==> config.mk <==
export PLATFORM = sky130hd
export DESIGN_NAME = sprite_sort_ctrl
export DESIGN_NICKNAME = d
export VERILOG_FILES = /design/src/rtl/sprite_sort_ctrl.sv
export SDC_FILE = /design/constraint.sdc
export NUM_CORES = 1
export LEC_CHECK = 0
export CORE_ASPECT_RATIO = 1.2
export CORE_MARGIN = 5
export CORE_UTILIZATION = 39
export DETAILED_ROUTE_END_ITERATION = 8
export PLACE_DENSITY = 0.76
export SLEW_MARGIN = 5
export SYNTH_ARGS = -nofsm -noshare
export SYNTH_HDL_FRONTEND = slang
export SYNTH_SLANG_ARGS = --single-unit
==> constraint.sdc <==
create_clock -name clk -period 10.1 [get_ports clk]
set_input_delay 2.525 -clock clk [delete_from_list [all_inputs] [get_ports clk]]
set_output_delay 2.525 -clock clk [all_outputs]
set_load 0.02 [all_outputs]
==> src/rtl/sprite_sort_ctrl.sv <==
// sprite_sort_ctrl: per-scanline OAM scan and sorter scheduler.
// Scans NUM_OAM entries, forwards the first MAX_SPR Y-range hits to the
// sorter, pulses sort_start, waits for sort_done and then flags the list ready.
// Optional macro SORT_TIMEOUT_EN adds a sort watchdog that drives err_out.
module sprite_sort_ctrl #(
    parameter int NUM_OAM     = 40,
    parameter int MAX_SPR     = 10,
    parameter int TIMEOUT_CYC = 256
) (
    input  logic       clk,
    input  logic       rst,
    input  logic       line_start,
    input  logic [7:0] ly,
    input  logic       tall_spr,
    output logic [5:0] oam_addr,
    input  logic [7:0] oam_y,
    input  logic [7:0] oam_x,
    output logic       sort_wr_en,
    output logic [3:0] sort_wr_idx,
    output logic [7:0] sort_wr_x,
    output logic [5:0] sort_wr_id,
    output logic [3:0] sort_count,
    output logic       sort_start,
    input  logic       sort_done,
    output logic       busy_out,
    output logic       list_valid_out,
    output logic       done_out,
    output logic       drop_out,
    output logic       err_out
);

    localparam logic [5:0] LAST_IDX  = 6'(NUM_OAM - 1);
    localparam logic [3:0] LAST_SLOT = 4'(MAX_SPR - 1);

    // Index and count widths are fixed at 6 and 4 bits; larger sizes are unsupported.
    if (NUM_OAM < 1 || NUM_OAM > 64 || MAX_SPR < 1 || MAX_SPR > 15 || TIMEOUT_CYC < 1) begin : g_bad_params
    end

    typedef enum logic [2:0] {IDLE, SCAN, DRAIN, SORT, READY} state_t;

    state_t     state, state_nxt, state_d;
    logic [5:0] idx, idx_d;
    logic       vld_d;
    logic [3:0] count;
    logic [7:0] ly_r;
    logic       tall_r;
    logic       accept;
    logic [8:0] diff;
    logic       hit;
    logic       tmo_hit;

    assign accept = line_start && (state == IDLE || state == READY);

    // Returned entry is a hit when the current line falls inside its Y range;
    // a wrapped (negative) difference becomes a large value and misses.
    assign diff = {1'b0, ly_r} + 9'd16 - {1'b0, oam_y};
    assign hit  = vld_d && (state == SCAN || state == DRAIN) &&
                  (diff < (tall_r ? 9'd16 : 9'd8));

`ifdef SORT_TIMEOUT_EN
    localparam int TMO_W = $clog2(TIMEOUT_CYC + 1);

    logic [TMO_W-1:0] tmo_cnt;
    logic             err_r;

    assign tmo_hit = (state == SORT) && (tmo_cnt == TMO_W'(TIMEOUT_CYC - 1));
    assign err_out = err_r;

    // Watchdog: counts cycles spent in SORT; err sticks until the next accepted line.
    always_ff @(posedge clk) begin
        if (rst) begin
            tmo_cnt <= '0;
            err_r   <= 1'b0;
        end else begin
            tmo_cnt <= (state == SORT) ? tmo_cnt + 1'b1 : '0;
            if (accept)
                err_r <= 1'b0;
            else if (tmo_hit && count != 4'd0 && !sort_done)
                err_r <= 1'b1;
        end
    end
`else
    assign tmo_hit = 1'b0;
    assign err_out = 1'b0;
`endif

    // Next-state logic; early exit on the MAX_SPR-th hit bypasses DRAIN.
    always_comb begin
        state_nxt = state;
        case (state)
            IDLE:    if (accept) state_nxt = SCAN;
            SCAN: begin
                if (hit && count == LAST_SLOT)
                    state_nxt = SORT;
                else if (idx == LAST_IDX)
                    state_nxt = DRAIN;
            end
            DRAIN:   state_nxt = SORT;
            SORT: begin
                if (count == 4'd0 || sort_done || tmo_hit)
                    state_nxt = READY;
            end
            READY:   if (accept) state_nxt = SCAN;
            default: state_nxt = IDLE;
        endcase
    end

    // State, scan index, one-cycle address delay line and hit counter.
    always_ff @(posedge clk) begin
        if (rst) begin
            state   <= IDLE;
            state_d <= IDLE;
            idx     <= '0;
            idx_d   <= '0;
            vld_d   <= 1'b0;
            count   <= '0;
            ly_r    <= '0;
            tall_r  <= 1'b0;
        end else begin
            state   <= state_nxt;
            state_d <= state;
            idx_d   <= idx;
            vld_d   <= (state == SCAN) && (state_nxt == SCAN || state_nxt == DRAIN);
            if (accept) begin
                ly_r   <= ly;
                tall_r <= tall_spr;
                idx    <= '0;
                count  <= '0;
            end else begin
                if (state == SCAN)
                    idx <= idx + 1'b1;
                if (hit)
                    count <= count + 1'b1;
            end
        end
    end

    // Outputs decoded from state; write fields are zero when no write occurs.
    always_comb begin
        oam_addr       = (state == SCAN) ? idx : 6'd0;
        sort_wr_en     = hit;
        sort_wr_idx    = hit ? count : 4'd0;
        sort_wr_x      = hit ? oam_x : 8'd0;
        sort_wr_id     = hit ? idx_d : 6'd0;
        sort_count     = count;
        sort_start     = (state == SORT) && (state_d != SORT) && (count != 4'd0);
        busy_out       = (state == SCAN) || (state == DRAIN) || (state == SORT);
        list_valid_out = (state == READY);
        done_out       = (state == READY) && (state_d != READY);
        drop_out       = line_start && busy_out;
    end

endmodule

# Word-level counts from Yosys, hierarchy flattened
# Index checks and enable logic that the tools add are counted.
# word_totals
ff_bits	32
inputBits	29
output_inout_bits	35
word_cells	52
# classes
addsub	4
n_lt_le_gt_ge	1
n_eq_ne	10
n_mux	10
n_reduce_logical	19
# op_table
cell	count
$mux W3	4
$mux W6	2
$pmux W3 S4	1
$add A8 B5 Y9 const B	1
$eq A3 B2 Y1 const B	3
$logic_and A1 B1 Y1	9
$lt A9 B5 Y1	1
$sub A9 B8 Y9	1
$mux W8	1
$add A6 B1 Y6 const B	1
$eq A3 B1 Y1 const B	2
$eq A6 B6 Y1 const B	1
$logic_or A1 B1 Y1	5
$mux W5	1
$add A4 B1 Y4 const B	1
$eq A4 B4 Y1 const B	1
$logic_not A4 Y1	1
$mux W4	1
$reduce_bool A4 Y1	1
$reduce_or A2 Y1	2
$eq A3 B3 Y1 const B	1
$logic_not A3 Y1	1
$ne A3 B2 Y1 const B	1
$ne A3 B3 Y1 const B	1

# Logic depth before layout (Yosys ltp)
# logic_depth
ltp_word	10
ltp_mapped	15
ltp_nobuf	14

# Worst setup path before layout
# Ideal clock, no wire load.
# synth_timing
path_type	input to output
from	in oam_y[2]
to	out sort_wr_id[0]
arrival_time_ns	5.121
required_time_ns	7.575
path_slack_ns	2.454
cell_stages	15
n_path_buf	1
path_cell_list	inv_1 -> ha_1 -> ha_1 -> nand2_1 -> o21ba_2 -> inv_1 -> a21oi_1 -> xnor2_1 -> ha_1 -> a22oi_1 -> nand4_1 -> a2111oi_4 -> and3_4 -> buf_6 -> and2_1
# synth_between
elab_chain_len	4
# synth_lines
item	line	source
start, declared	16	input logic [7:0] oam_y,
$sub A9 B8 Y9	56	assign diff = {1'b0, ly_r} + 9'd16 - {1'b0, oam_y};
$lt A9 B5 Y1	58	(diff < (tall_r ? 9'd16 : 9'd8));
$logic_and A1 B1 Y1	57	assign hit = vld_d && (state == SCAN || state == DRAIN) &&
net sort_wr_en	18	output logic sort_wr_en,
$mux W6	144	sort_wr_id = hit ? idx_d : 6'd0;
end, declared	21	output logic [5:0] sort_wr_id,
# The timed path passes the listed nets, and every way through them passes these cells.

# Worst setup path after layout
# layout_timing
from	in oam_y[2]
to	out sort_wr_id[1]
# layout_between
elab_chain_len	4
# layout_lines
item	line
$sub A9 B8 Y9	56
$lt A9 B5 Y1	58
$logic_and A1 B1 Y1	57
$mux W6	144
# Every way passes these cells.

==> results.py <==
metrics = {
    "placed_design": {
        "portBuffers": 62,
        "placed_cell_area_um2": 2580,
        "dp_hpwl_um": 3580,
        "gp_congestion": 0.906,
    },
    "timing": {
        "slew_violations": 0,
        "post-route-min-period_ns": 8.80,
        "setup_tns_ns": 0,
        "rsz0062_at_grt": "false",
        "max_clock_freq_mhz": 114,
        "finalCritPeriodShare_pct": 87.1,
        "hold_viol_final": 0,
        "worst-slew-pin-transition_ns": 0.897,
        "slew_headroom_pct": 40.0,
        "fin_skew_ns": 0.00834,
        "setup_viol_count_final": 0,
    },
    "clocking": {
        "hold_buffers": 0,
        "cts_tree": "done",
        "clock_pin_slew_reported_for_the_worst_setup_and_hold_paths_after_clock_tree_synthesis_ns": 0.06,
        "cts.repair.resized": 0,
        "tritoncts.num_buffers": 5,
        "ctsHtreeMaxLevel": 2,
        "post_cts.repair.setup_buffers": 0,
        "clock-sinks": 32,
        "clock_tree.root_cell": "sky130_fd_sc_hd__clkbuf_8",
        "clock_latency_ns": 0.28,
        "cts.path.max_buffers": 2,
    },
    "final_layout": {
        "antenna-diode-count": 0,
        "most-common-layout-cells": "sky130_fd_sc_hd__clkdlybuf4s50_1, sky130_fd_sc_hd__nand2_1, sky130_fd_sc_hd__dfxtp_1",
        "post_route_cells_drive_above_1_share_pct": 4.71,
        "nets": 344,
        "final_common_cell": "sky130_fd_sc_hd__clkdlybuf4s50_1",
        "layout.cell_area.non_filler_um2": 2650,
        "synthToLayoutAreaGrowth_pct": 37.0,
    },
    "grt": {
        "antenna_violations_before_repair": 0,
        "wire_length_of_the_first_global_routing_pass_um": 7530,
        "via_count_of_the_first_global_routing_pass": 1705,
        "grt_remaining_overflow": 0,
        "grt_start_max_net_pins": 26,
        "groute.usage.overall_pct": 14.8,
    },
    "power": {
        "switching_share_pct": 27.1,
        "comb_power_share_pct": 19.9,
        "finalPower_mw": 0.278,
        "vdd.ir_drop.worst_v": 0.0000719,
        "cell_internal_pwr_mw": 0.202,
        "p_switching_mw": 0.0754,
        "power_frac_seq_pct": 47.5,
        "pwr_density_cell_nw_per_um2": 105,
        "leakage_power_of_the_design_nw": 1.12,
        "clock_power_share_pct": 32.6,
    },
    "floorplan": {
        "pin_count": 64,
        "die_w_um": 74.3,
        "initial_utilization_pct": 39.8,
        "die-area_um2": 6480,
        "die_h_um": 87.2,
        "area_of_the_placeable_core_um2": 4870,
        "row_count": 28,
    },
    "drt": {
        "ant_nets": 0,
        "routed_via_density": 4.91,
        "drcViolationCount": 0,
        "wl_per_cell_um": 12.7,
        "final_routed_wirelength_across_all_metal_layers_um": 4540,
        "dr_total_vias": 1753,
        "initialDrtViolationCount": 59,
        "first_pass_iters": 4,
    },
    "setup_path": {
        "path_common_cell": "sky130_fd_sc_hd__ha_1",
        "worstSetupEndpointType": "output port",
        "worstPathCellList": "clkdlybuf4s50_1, inv_1, ha_1, ha_1, nand2_1, o21ba_2, inv_1, a21oi_1, xnor2_1, ha_1, a22oi_1, nand4_1, a2111oi_4, and3_4, and2_1, clkdlybuf4s50_1",
        "worstPathArrival_ns": 6.27,
        "path_max_fanout": 21,
        "critical_path_class": "in -> out",
        "required_ns": 7.58,
        "worstSetupStartpointType": "primary input",
        "max_stage_delay_ns": 0.61,
        "worst_path_max_delay_cell": "sky130_fd_sc_hd__clkdlybuf4s50_1",
    },
    "logic_synthesis": {
        "syn_nets": 285,
        "ys_warn_count": 0,
        "yosysUniqueCellTypes": 44,
        "netlist_instances": 238,
        "asyncSetResetFlopFracSynth_pct": 0,
        "synth_ff_type": "sky130_fd_sc_hd__dfxtp_1",
        "synth_area_um2": 1940,
        "synth_area_per_cell_um2": 8.14,
        "ys_seq_area_share_pct": 33.1,
        "yosys_register_bits": 32,
        "synth_enable_flop_cells": 0,
    },
    "hold_path": {
        "hold_class": "reg -> reg",
    },
    "flow_run": {
        "max_cap_violations": 0,
    },
    "status": {
        "run_status": "finished clean",
    },
}
## worst max-delay path: cells and delay by family
kind | cells | cell delay, ns
adder cells (fa/ha/maj) | 3 | 0.87
AND/OR/NAND/NOR | 4 | 0.79
XOR/XNOR | 1 | 0.14
AO/OA/AOI/OAI | 4 | 0.81
buffers and inverters | 4 | 1.14
## path summary, 6_finish.rpt
path                        startpoint                          to  slack (ns)  cells after the start
hold / removal    ly_r[4]$_SDFFE_PP0P_        ly_r[4]$_SDFFE_PP0P_        0.46                      2
hold reg to reg   ly_r[4]$_SDFFE_PP0P_        ly_r[4]$_SDFFE_PP0P_        0.46                      2
setup reg to reg  ly_r[2]$_SDFFE_PP0P_  sort_count[0]$_SDFFE_PP0N_        6.86                     13
setup / recovery              oam_y[2]               sort_wr_id[1]        1.30                     16
## flip-flops by register name, summed over array words and instances (netlist names)
signal	flops
idx	6
idx_d	6
ly_r	8
sort_count	4
state	3
state_d	3
tall_r	1
vld_d	1
## power by group through the flow
stage	combinational, mW	clock (mW)	sequential, mW
final	0.0553	0.0907	0.132
after global routing	0.0619	0.0983	0.132
after CTS	0.0558	0.0935	0.132
after detailed placement	0.0554	0	0.135
after global placement	0.0543	0	0.135
after floorplan	0.0373	0	0.134
## layout make-up
| type | instances | area, um2 |
|---|---|---|
| repair buffers | 62 | 621 |
| inverters | 16 | 60.1 |
| clock inverters | 1 | 5.00 |
| well taps | 60 | 75.1 |
| flip-flops and latches | 32 | 641 |
| clock buffers | 6 | 72.6 |
| multi-input cells | 180 | 1180 |
| fillers | 465 | 2220 |
## cells by family (layout without fill, tap and decap cells)
family,count (synthesis),after routing,share of synthesized area [%]
buf+inv,26,85,6.01
xor+xnor,9,9,4.07
simple gates,118,118,32.2
fa+ha+maj,18,18,11.6
compound gates,29,29,10.2
mux,5,5,2.65
other cells,1,1,0.194
flops,32,32,33.1
## metal layers
metal / global-route usage [%] / share of wire [%] / up-vias
met5: 0 / 0 / -
li1: - / - / 909
met2: 26.2 / 52 / 36
met3: 4.04 / 4.7 / 7
met4: 5.18 / 1.6 / 0
met1: 16.8 / 42 / 801
## cell usage after synthesis (2+ instances only)
master	count	area (um2)
sky130_fd_sc_hd__nand2b_1	2	12.5
sky130_fd_sc_hd__buf_6	2	22.5
sky130_fd_sc_hd__xor2_1	5	43.8
sky130_fd_sc_hd__xnor2_1	4	35.0
sky130_fd_sc_hd__nor3_2	2	20.0
sky130_fd_sc_hd__o21ai_0	2	10.0
sky130_fd_sc_hd__ha_1	18	225
sky130_fd_sc_hd__a21oi_1	15	75.1
sky130_fd_sc_hd__clkbuf_1	6	22.5
sky130_fd_sc_hd__nor2_1	24	90.1
sky130_fd_sc_hd__inv_1	16	60.1
sky130_fd_sc_hd__and2_1	21	131
sky130_fd_sc_hd__nand4_1	7	43.8
sky130_fd_sc_hd__o21a_1	2	15.0
sky130_fd_sc_hd__mux2i_1	4	40.0
sky130_fd_sc_hd__or3_1	2	12.5
sky130_fd_sc_hd__nand2_1	32	120
sky130_fd_sc_hd__nand3_1	2	10.0
sky130_fd_sc_hd__nor2b_1	8	50.1
sky130_fd_sc_hd__and3_1	9	56.3
sky130_fd_sc_hd__dfxtp_1	32	641
## per-stage QoR
stage,setup slack (ns),util [%],instances,hold WS [ns]
final,1.30,54.5,357,0.456
after global routing,1.02,54.5,357,0.470
after CTS,1.27,54.5,357,0.457
after detailed placement,1.28,52.9,350,0.448
after global placement,1.37,52.9,350,0.447
after floorplan,2.45,-,238,0.436
No activity file was read; power rests on OpenSTA's default activity.
